### config.mk
export PLATFORM = sky130hd
export DESIGN_NAME = writeback_arbiter_flat
export DESIGN_NICKNAME = d
export VERILOG_FILES = /design/src/rtl/writeback_arbiter_pkg.sv /design/src/rtl/writeback_arbiter_if.sv /design/src/rtl/writeback_arbiter_fifo.sv /design/src/rtl/writeback_arbiter.sv /design/src/flat_wrapper.sv
export SDC_FILE = /design/constraint.sdc
export NUM_CORES = 1
export LEC_CHECK = 0
export CORE_MARGIN = 2
export CORE_UTILIZATION = 50
export DETAILED_ROUTE_END_ITERATION = 8
export PLACE_DENSITY = 0.79
export SLEW_MARGIN = 20
export SYNTH_ARGS = -nofsm -noshare
export SYNTH_HDL_FRONTEND = slang
export SYNTH_SLANG_ARGS = --single-unit
### constraint.sdc
create_clock -name clk -period 6 [get_ports clk]
set_input_delay 0.6 -clock clk [delete_from_list [all_inputs] [get_ports clk]]
set_output_delay 0.6 -clock clk [all_outputs]
set_load 0.02 [all_outputs]
### src/rtl/writeback_arbiter_pkg.sv
// Shared widths, bus count, source indices and entry type for the writeback arbiter.
package wb_pkg;
    localparam int VREG_W     = 5;
    localparam int DATA_W     = 32;
    localparam int NUM_WB_BUS = 3;

    localparam int SRC_ALU = 0;
    localparam int SRC_MUL = 1;
    localparam int SRC_LSU = 2;
    localparam int SRC_BRU = 3;

    typedef struct packed {
        logic [VREG_W-1:0] vregid;
        logic [DATA_W-1:0] val;
    } wb_entry_t;

    // (base + step) mod n for base < n and step <= n
    function automatic int rr_add(input int base, input int step, input int n);
        int s;
        s = base + step;
        return (s >= n) ? s - n : s;
    endfunction
endpackage

### src/rtl/writeback_arbiter_if.sv
// Result-source inputs and the three broadcast buses of the writeback arbiter.
interface writeback_arbiter_if #(
    parameter int NUM_SRC = 4
);
    import wb_pkg::*;

    logic                        flush;
    logic [NUM_SRC-1:0]          src_en;
    logic [NUM_SRC*VREG_W-1:0]   src_vregid;
    logic [NUM_SRC*DATA_W-1:0]   src_val;
    logic [NUM_SRC-1:0]          src_almost_full;

    logic                        writeback1_en;
    logic [VREG_W-1:0]           writeback1_vregid;
    logic [DATA_W-1:0]           writeback1_val;
    logic                        writeback2_en;
    logic [VREG_W-1:0]           writeback2_vregid;
    logic [DATA_W-1:0]           writeback2_val;
    logic                        writeback3_en;
    logic [VREG_W-1:0]           writeback3_vregid;
    logic [DATA_W-1:0]           writeback3_val;
    logic                        overflow;

    modport master (
        output flush, src_en, src_vregid, src_val,
        input  src_almost_full,
        input  writeback1_en, writeback1_vregid, writeback1_val,
        input  writeback2_en, writeback2_vregid, writeback2_val,
        input  writeback3_en, writeback3_vregid, writeback3_val,
        input  overflow
    );

    modport slave (
        input  flush, src_en, src_vregid, src_val,
        output src_almost_full,
        output writeback1_en, writeback1_vregid, writeback1_val,
        output writeback2_en, writeback2_vregid, writeback2_val,
        output writeback3_en, writeback3_vregid, writeback3_val,
        output overflow
    );
endinterface

### src/rtl/writeback_arbiter_fifo.sv
// Single-source result FIFO; a push into a full FIFO is taken only when it is popped that cycle.
module wb_fifo
    import wb_pkg::*;
#(
    parameter  int DEPTH = 4,
    localparam int PTR_W = $clog2(DEPTH),
    localparam int CNT_W = PTR_W + 1
) (
    input  logic             clk,
    input  logic             rst_n,
    input  logic             flush,
    input  logic             push,
    input  logic             pop,
    input  wb_entry_t        push_data,
    output wb_entry_t        pop_data,
    output logic [CNT_W-1:0] count,
    output logic             full,
    output logic             empty
);
    wb_entry_t        mem [DEPTH];
    logic [PTR_W-1:0] wr_ptr;
    logic [PTR_W-1:0] rd_ptr;
    logic             do_push;
    logic             do_pop;

    assign full     = (count == CNT_W'(DEPTH));
    assign empty    = (count == '0);
    assign do_pop   = pop && !empty;
    assign do_push  = push && (!full || do_pop);
    assign pop_data = mem[rd_ptr];

    always_ff @(posedge clk or negedge rst_n) begin
        if (!rst_n) begin
            wr_ptr <= '0;
            rd_ptr <= '0;
            count  <= '0;
        end else if (flush) begin
            wr_ptr <= '0;
            rd_ptr <= '0;
            count  <= '0;
        end else begin
            if (do_push) wr_ptr <= wr_ptr + PTR_W'(1);
            if (do_pop)  rd_ptr <= rd_ptr + PTR_W'(1);
            case ({do_push, do_pop})
                2'b10:   count <= count + CNT_W'(1);
                2'b01:   count <= count - CNT_W'(1);
                default: count <= count;
            endcase
        end
    end

    // storage is never read before it is written, so it carries no reset
    always_ff @(posedge clk) begin
        if (do_push && !flush) mem[wr_ptr] <= push_data;
    end
endmodule

### src/rtl/writeback_arbiter.sv
// Collects results from NUM_SRC producers into per-source FIFOs and broadcasts up to
// three per cycle on registered writeback buses, granted round-robin.
module writeback_arbiter
    import wb_pkg::*;
#(
    parameter int NUM_SRC = 4,
    parameter int DEPTH   = 4
) (
    input logic               clk,
    input logic               rst_n,
    writeback_arbiter_if.slave bus
);
    localparam int SRC_W = $clog2(NUM_SRC);
    localparam int CNT_W = $clog2(DEPTH) + 1;
    localparam int GNT_W = $clog2(NUM_WB_BUS + 1);

    wb_entry_t             push_data [NUM_SRC];
    wb_entry_t             pop_data  [NUM_SRC];
    logic [CNT_W-1:0]      count     [NUM_SRC];
    logic [NUM_SRC-1:0]    full;
    logic [NUM_SRC-1:0]    empty;
    logic [NUM_SRC-1:0]    push;
    logic [NUM_SRC-1:0]    pop;
    logic [NUM_SRC-1:0]    drop;

    logic [SRC_W-1:0]      rr_ptr;
    logic [SRC_W-1:0]      cand;
    logic [SRC_W-1:0]      last_idx;
    logic [SRC_W-1:0]      next_ptr;
    logic [SRC_W-1:0]      bus_sel   [NUM_WB_BUS];
    logic [NUM_WB_BUS-1:0] bus_used;
    logic [GNT_W-1:0]      n_grant;

    logic [NUM_WB_BUS-1:0] wb_en_q;
    logic [VREG_W-1:0]     wb_vregid_q [NUM_WB_BUS];
    logic [DATA_W-1:0]     wb_val_q    [NUM_WB_BUS];
    logic                  overflow_q;

    assign push = bus.src_en & {NUM_SRC{~bus.flush}};
    assign drop = push & full & ~pop;

    for (genvar i = 0; i < NUM_SRC; i++) begin : g_src
        assign push_data[i] = {bus.src_vregid[VREG_W*i +: VREG_W], bus.src_val[DATA_W*i +: DATA_W]};
        assign bus.src_almost_full[i] = (count[i] >= CNT_W'(DEPTH - 1));

        wb_fifo #(.DEPTH(DEPTH)) u_fifo (
            .clk       (clk),
            .rst_n     (rst_n),
            .flush     (bus.flush),
            .push      (push[i]),
            .pop       (pop[i]),
            .push_data (push_data[i]),
            .pop_data  (pop_data[i]),
            .count     (count[i]),
            .full      (full[i]),
            .empty     (empty[i])
        );
    end

    // scan upward from rr_ptr, handing the first three non-empty sources to buses 1..3
    always_comb begin
        pop      = '0;
        bus_used = '0;
        n_grant  = '0;
        cand     = '0;
        last_idx = rr_ptr;
        for (int b = 0; b < NUM_WB_BUS; b++) bus_sel[b] = '0;
        for (int k = 0; k < NUM_SRC; k++) begin
            cand = SRC_W'(rr_add(int'(rr_ptr), k, NUM_SRC));
            if (!empty[cand] && (n_grant < GNT_W'(NUM_WB_BUS))) begin
                pop[cand]         = 1'b1;
                bus_sel[n_grant]  = cand;
                bus_used[n_grant] = 1'b1;
                n_grant           = n_grant + GNT_W'(1);
                last_idx          = cand;
            end
        end
        next_ptr = SRC_W'(rr_add(int'(last_idx), 1, NUM_SRC));
    end

    always_ff @(posedge clk or negedge rst_n) begin
        if (!rst_n) begin
            wb_en_q    <= '0;
            rr_ptr     <= '0;
            overflow_q <= 1'b0;
            for (int b = 0; b < NUM_WB_BUS; b++) begin
                wb_vregid_q[b] <= '0;
                wb_val_q[b]    <= '0;
            end
        end else begin
            if (|drop) overflow_q <= 1'b1;
            if (bus.flush) begin
                wb_en_q <= '0;
            end else begin
                wb_en_q <= bus_used;
                if (|bus_used) rr_ptr <= next_ptr;
                for (int b = 0; b < NUM_WB_BUS; b++) begin
                    if (bus_used[b]) begin
                        wb_vregid_q[b] <= pop_data[bus_sel[b]].vregid;
                        wb_val_q[b]    <= pop_data[bus_sel[b]].val;
                    end
                end
            end
        end
    end

    assign bus.writeback1_en     = wb_en_q[0];
    assign bus.writeback1_vregid = wb_vregid_q[0];
    assign bus.writeback1_val    = wb_val_q[0];
    assign bus.writeback2_en     = wb_en_q[1];
    assign bus.writeback2_vregid = wb_vregid_q[1];
    assign bus.writeback2_val    = wb_val_q[1];
    assign bus.writeback3_en     = wb_en_q[2];
    assign bus.writeback3_vregid = wb_vregid_q[2];
    assign bus.writeback3_val    = wb_val_q[2];
    assign bus.overflow          = overflow_q;
endmodule

### src/flat_wrapper.sv
// flat-port wrapper written by rule: the top's interface ports become plain ports
module writeback_arbiter_flat import wb_pkg::*;
#(
    parameter int NUM_SRC = 4,
    parameter int DEPTH   = 4
)
  (clk, rst_n, bus_flush, bus_src_en, bus_src_vregid, bus_src_val, bus_src_almost_full, bus_writeback1_en, bus_writeback1_vregid, bus_writeback1_val, bus_writeback2_en, bus_writeback2_vregid, bus_writeback2_val, bus_writeback3_en, bus_writeback3_vregid, bus_writeback3_val, bus_overflow);
  writeback_arbiter_if #(.NUM_SRC(NUM_SRC)) bus_i ();
  input logic clk;
  input logic rst_n;
  input wire logic [$bits(bus_i.flush)-1:0] bus_flush;
  input wire logic [$bits(bus_i.src_en)-1:0] bus_src_en;
  input wire logic [$bits(bus_i.src_vregid)-1:0] bus_src_vregid;
  input wire logic [$bits(bus_i.src_val)-1:0] bus_src_val;
  output wire logic [$bits(bus_i.src_almost_full)-1:0] bus_src_almost_full;
  output wire logic [$bits(bus_i.writeback1_en)-1:0] bus_writeback1_en;
  output wire logic [$bits(bus_i.writeback1_vregid)-1:0] bus_writeback1_vregid;
  output wire logic [$bits(bus_i.writeback1_val)-1:0] bus_writeback1_val;
  output wire logic [$bits(bus_i.writeback2_en)-1:0] bus_writeback2_en;
  output wire logic [$bits(bus_i.writeback2_vregid)-1:0] bus_writeback2_vregid;
  output wire logic [$bits(bus_i.writeback2_val)-1:0] bus_writeback2_val;
  output wire logic [$bits(bus_i.writeback3_en)-1:0] bus_writeback3_en;
  output wire logic [$bits(bus_i.writeback3_vregid)-1:0] bus_writeback3_vregid;
  output wire logic [$bits(bus_i.writeback3_val)-1:0] bus_writeback3_val;
  output wire logic [$bits(bus_i.overflow)-1:0] bus_overflow;
  assign bus_i.flush = bus_flush;
  assign bus_i.src_en = bus_src_en;
  assign bus_i.src_vregid = bus_src_vregid;
  assign bus_i.src_val = bus_src_val;
  assign bus_src_almost_full = bus_i.src_almost_full;
  assign bus_writeback1_en = bus_i.writeback1_en;
  assign bus_writeback1_vregid = bus_i.writeback1_vregid;
  assign bus_writeback1_val = bus_i.writeback1_val;
  assign bus_writeback2_en = bus_i.writeback2_en;
  assign bus_writeback2_vregid = bus_i.writeback2_vregid;
  assign bus_writeback2_val = bus_i.writeback2_val;
  assign bus_writeback3_en = bus_i.writeback3_en;
  assign bus_writeback3_vregid = bus_i.writeback3_vregid;
  assign bus_writeback3_val = bus_i.writeback3_val;
  assign bus_overflow = bus_i.overflow;
  writeback_arbiter #(.NUM_SRC(NUM_SRC), .DEPTH(DEPTH)) u_core (.clk(clk), .rst_n(rst_n), .bus(bus_i));
endmodule
==> out/results.ini <==
[timing]
maxSlewViolCount=0
setup_violations=0
fin_crit_ps=5705
relSlewSlack_pct=16.45
grt_setup_unrepaired=no
fmax_mhz=175.3
setup_tns_ps=0
post-route-period-util_pct=95.09
fin_skew_ps=36.45
tightest_slew_ps=1253
hold_viol_final=0
fin_hold_ws_ps=52.78

[yosys]
ys_warn_count=0
synth.avg_cell_area_um2=14.70
synth-seq-area-share_pct=63.59
ys.flop_type=edfxtp_1
synth_seq_cells=737
synth_area_leaders=edfxtp_1 (53%), dfrtp_1 (11%), mux4_2 (10%), a221oi_1 (3.3%), a21oi_1 (2.3%)
netlist_area_um2=33660
yosysUniqueCellTypes=81
synth_edf_count=592
async_reset_ff_share_pct=19.67
synth_cells=2290
synth_top_area_share_pct=52.81
synth_nets=2478
synth_top_area_cell=edfxtp_1

[min_path]
hold_path_class=in2async

[route]
vias=23620
ant_nets=0
wl_per_cell_um=29.66
drt_iter0_markers=3427
wirelength_um=102600
vias_per_cell=6.829
drtPass1Iterations=8
drc_errors=0

[floorplan]
rows=95
die_y_um=263.5
die_width_um=263.5
io_pins=274
start_util_pct=50.30
die-area_um2=69420
core_area_um2=66920

[critical_path]
path_class=reg2reg
worstPathArrival_ps=6210
critPathMaxFanout=29
ff2ff_path_depth=17
required_ps=6510
critPathLaunchType=flip-flop
endpoint_kind=flip-flop

[placement]
place_inst=3315
place.gp.congestion=0.9312
numPortBuffers=273
dpl.hpwl_um=68680

[run_status]
status=complete, no violations

[cts]
cts_tree=built
post_cts_resized=0
post-cts-setup-buffers=0
cts_made_buffers=78
htree_num_levels=3
ctsLongestPathBuffers=3
path_clk_slew_ps=60
clk_latency_ps=640
cts-root-buf=clkbuf_16
cts_sinks=737
hold_buffers=0

[global_route]
grt_usage_pct=29.12
grt-ovfl-total=0
grt_max_degree=105
antenna_found_initial=3
first_global_vias=22890
grt_pass1_wl_um=149600

[final_layout]
layout_commonest_cell=edfxtp_1
fillers=4983
drive_gt1_share_pct=16.32
layout_common_cells=edfxtp_1 (592), clkdlybuf4s50_1 (272), nand2_1 (176)
final_nets=2711
area_growth_pct=18.55
layout.cells.non_filler=3459

[job]
drv_cap=0

registers in the layout, summed over array words and instances (netlist names), 8 cells and up:
signal                      flops
u_core.g_src.u_fifo.mem       592
u_core.bus.writeback1_val      32
u_core.bus.writeback2_val      32
u_core.bus.writeback3_val      32
u_core.g_src.u_fifo.wr_ptr      8
u_core.g_src.u_fifo.rd_ptr      8
u_core.g_src.u_fifo.count      12
synthesized netlist by cell type, types with 4 or more instances:
cell       number
o22ai_2         9
ha_1           28
mux2_4         11
nand2b_1        4
buf_2          54
and3_1          6
o311ai_1       12
o2bb2ai_1       7
o21ai_0        25
nand4_1        38
nand3_1        11
o221a_1        29
mux2_2         17
nor2_1        100
clkbuf_1      113
nor3_1         71
mux2i_1         6
a22oi_1        38
and2_1         20
o311ai_0       18
a211oi_1       21
or3_1           4
edfxtp_1      592
fa_1            5
xor2_1          5
or4_1           8
xnor2_1         8
dfrtp_1       145
a21o_1         43
a31oi_1        48
nor4_1          6
inv_1          22
buf_6           5
a21oi_1       152
mux2_1         16
buf_1          16
a221oi_1      125
mux4_2        150
nand2_1       177
o22ai_1        32
o21ai_1        25
per-stage QoR:
stage	setup WS (ps)	area [µm²]	utilization, %
finish	294.5	39910	59.63
global route	2.704	39910	59.63
CTS	329.7	39870	59.57
detailed placement	377.1	37420	55.91
global placement	539.0	37420	55.91
floorplan	132.0	33680	-
metal layers:
| metal | part of all wire [%] | vias up | GRT usage, % |
|---|---|---|---|
| met5 | 0 | - | 0 |
| met4 | 7.0 | 0 | 17.24 |
| met3 | 11 | 377 | 7.156 |
| met2 | 47 | 1691 | 45.69 |
| met1 | 36 | 11750 | 36.97 |
| li1 | - | 9800 | - |
final cells by class:
| cell class | count | area (µm²) | area share (%) |
|---|---|---|---|
| Antenna cell | 1 | 2.502 | 0.006271 |
| Inverter | 24 | 91.34 | 0.2289 |
| Clock inverter | 42 | 384.1 | 0.9626 |
| Sequential cell | 737 | 21420 | 53.67 |
| Timing Repair Buffer | 344 | 3387 | 8.487 |
| Clock buffer | 100 | 2066 | 5.177 |
| Tap cell | 873 | 1092 | 2.737 |
| Multi-Input combinational cell | 1338 | 11460 | 28.73 |
worst max-delay path: stages, from the launching register on:
cell and delay, ps:
dfrtp_1 540, or3_1 480, mux4_2 550, inv_2 140, ha_1 250, and2_1 200
nor4_2 350, nor2_2 130, inv_2 170, fa_1 530, a2111oi_2 520, nor2_1 200
or4_1 470, and2_1 330, buf_12 250, a21oi_1 150, a221oi_1 100, a21o_1 220
path summary, 6_finish.rpt:
kind | startpoint | endpoint | slack, ps
min in group clk | u_core.bus.overflow | u_core.bus.overflow | 470
max in group asynchronous | rst_n | u_core.g_src[2].u_fifo.rd_ptr[0] | 4430
setup / recovery | u_core.g_src[1].u_fifo.count[2] | u_core.bus.writeback3_val[19] | 290
hold reg to reg | u_core.bus.overflow | u_core.bus.overflow | 470
setup reg to reg | u_core.g_src[1].u_fifo.count[2] | u_core.bus.writeback3_val[19] | 290
hold / removal | rst_n | u_core.bus.writeback3_vregid[0] | 50
logic make-up (layout without fill, tap and decap cells):
kind of cell	Yosys count	count (layout)	share of synthesized area, %
simple gates	468	468	6.609
compound gates	622	622	13.44
buf+inv	215	510	2.743
xor+xnor	13	13	0.3382
other cells	0	1	0
flops	737	737	63.59
mux	202	202	11.94
fa+ha+maj	33	33	1.338
Power is left out: the tool's default activity adds up to more than one toggle a clock period on the data nets, which glitch-free logic cannot reach.
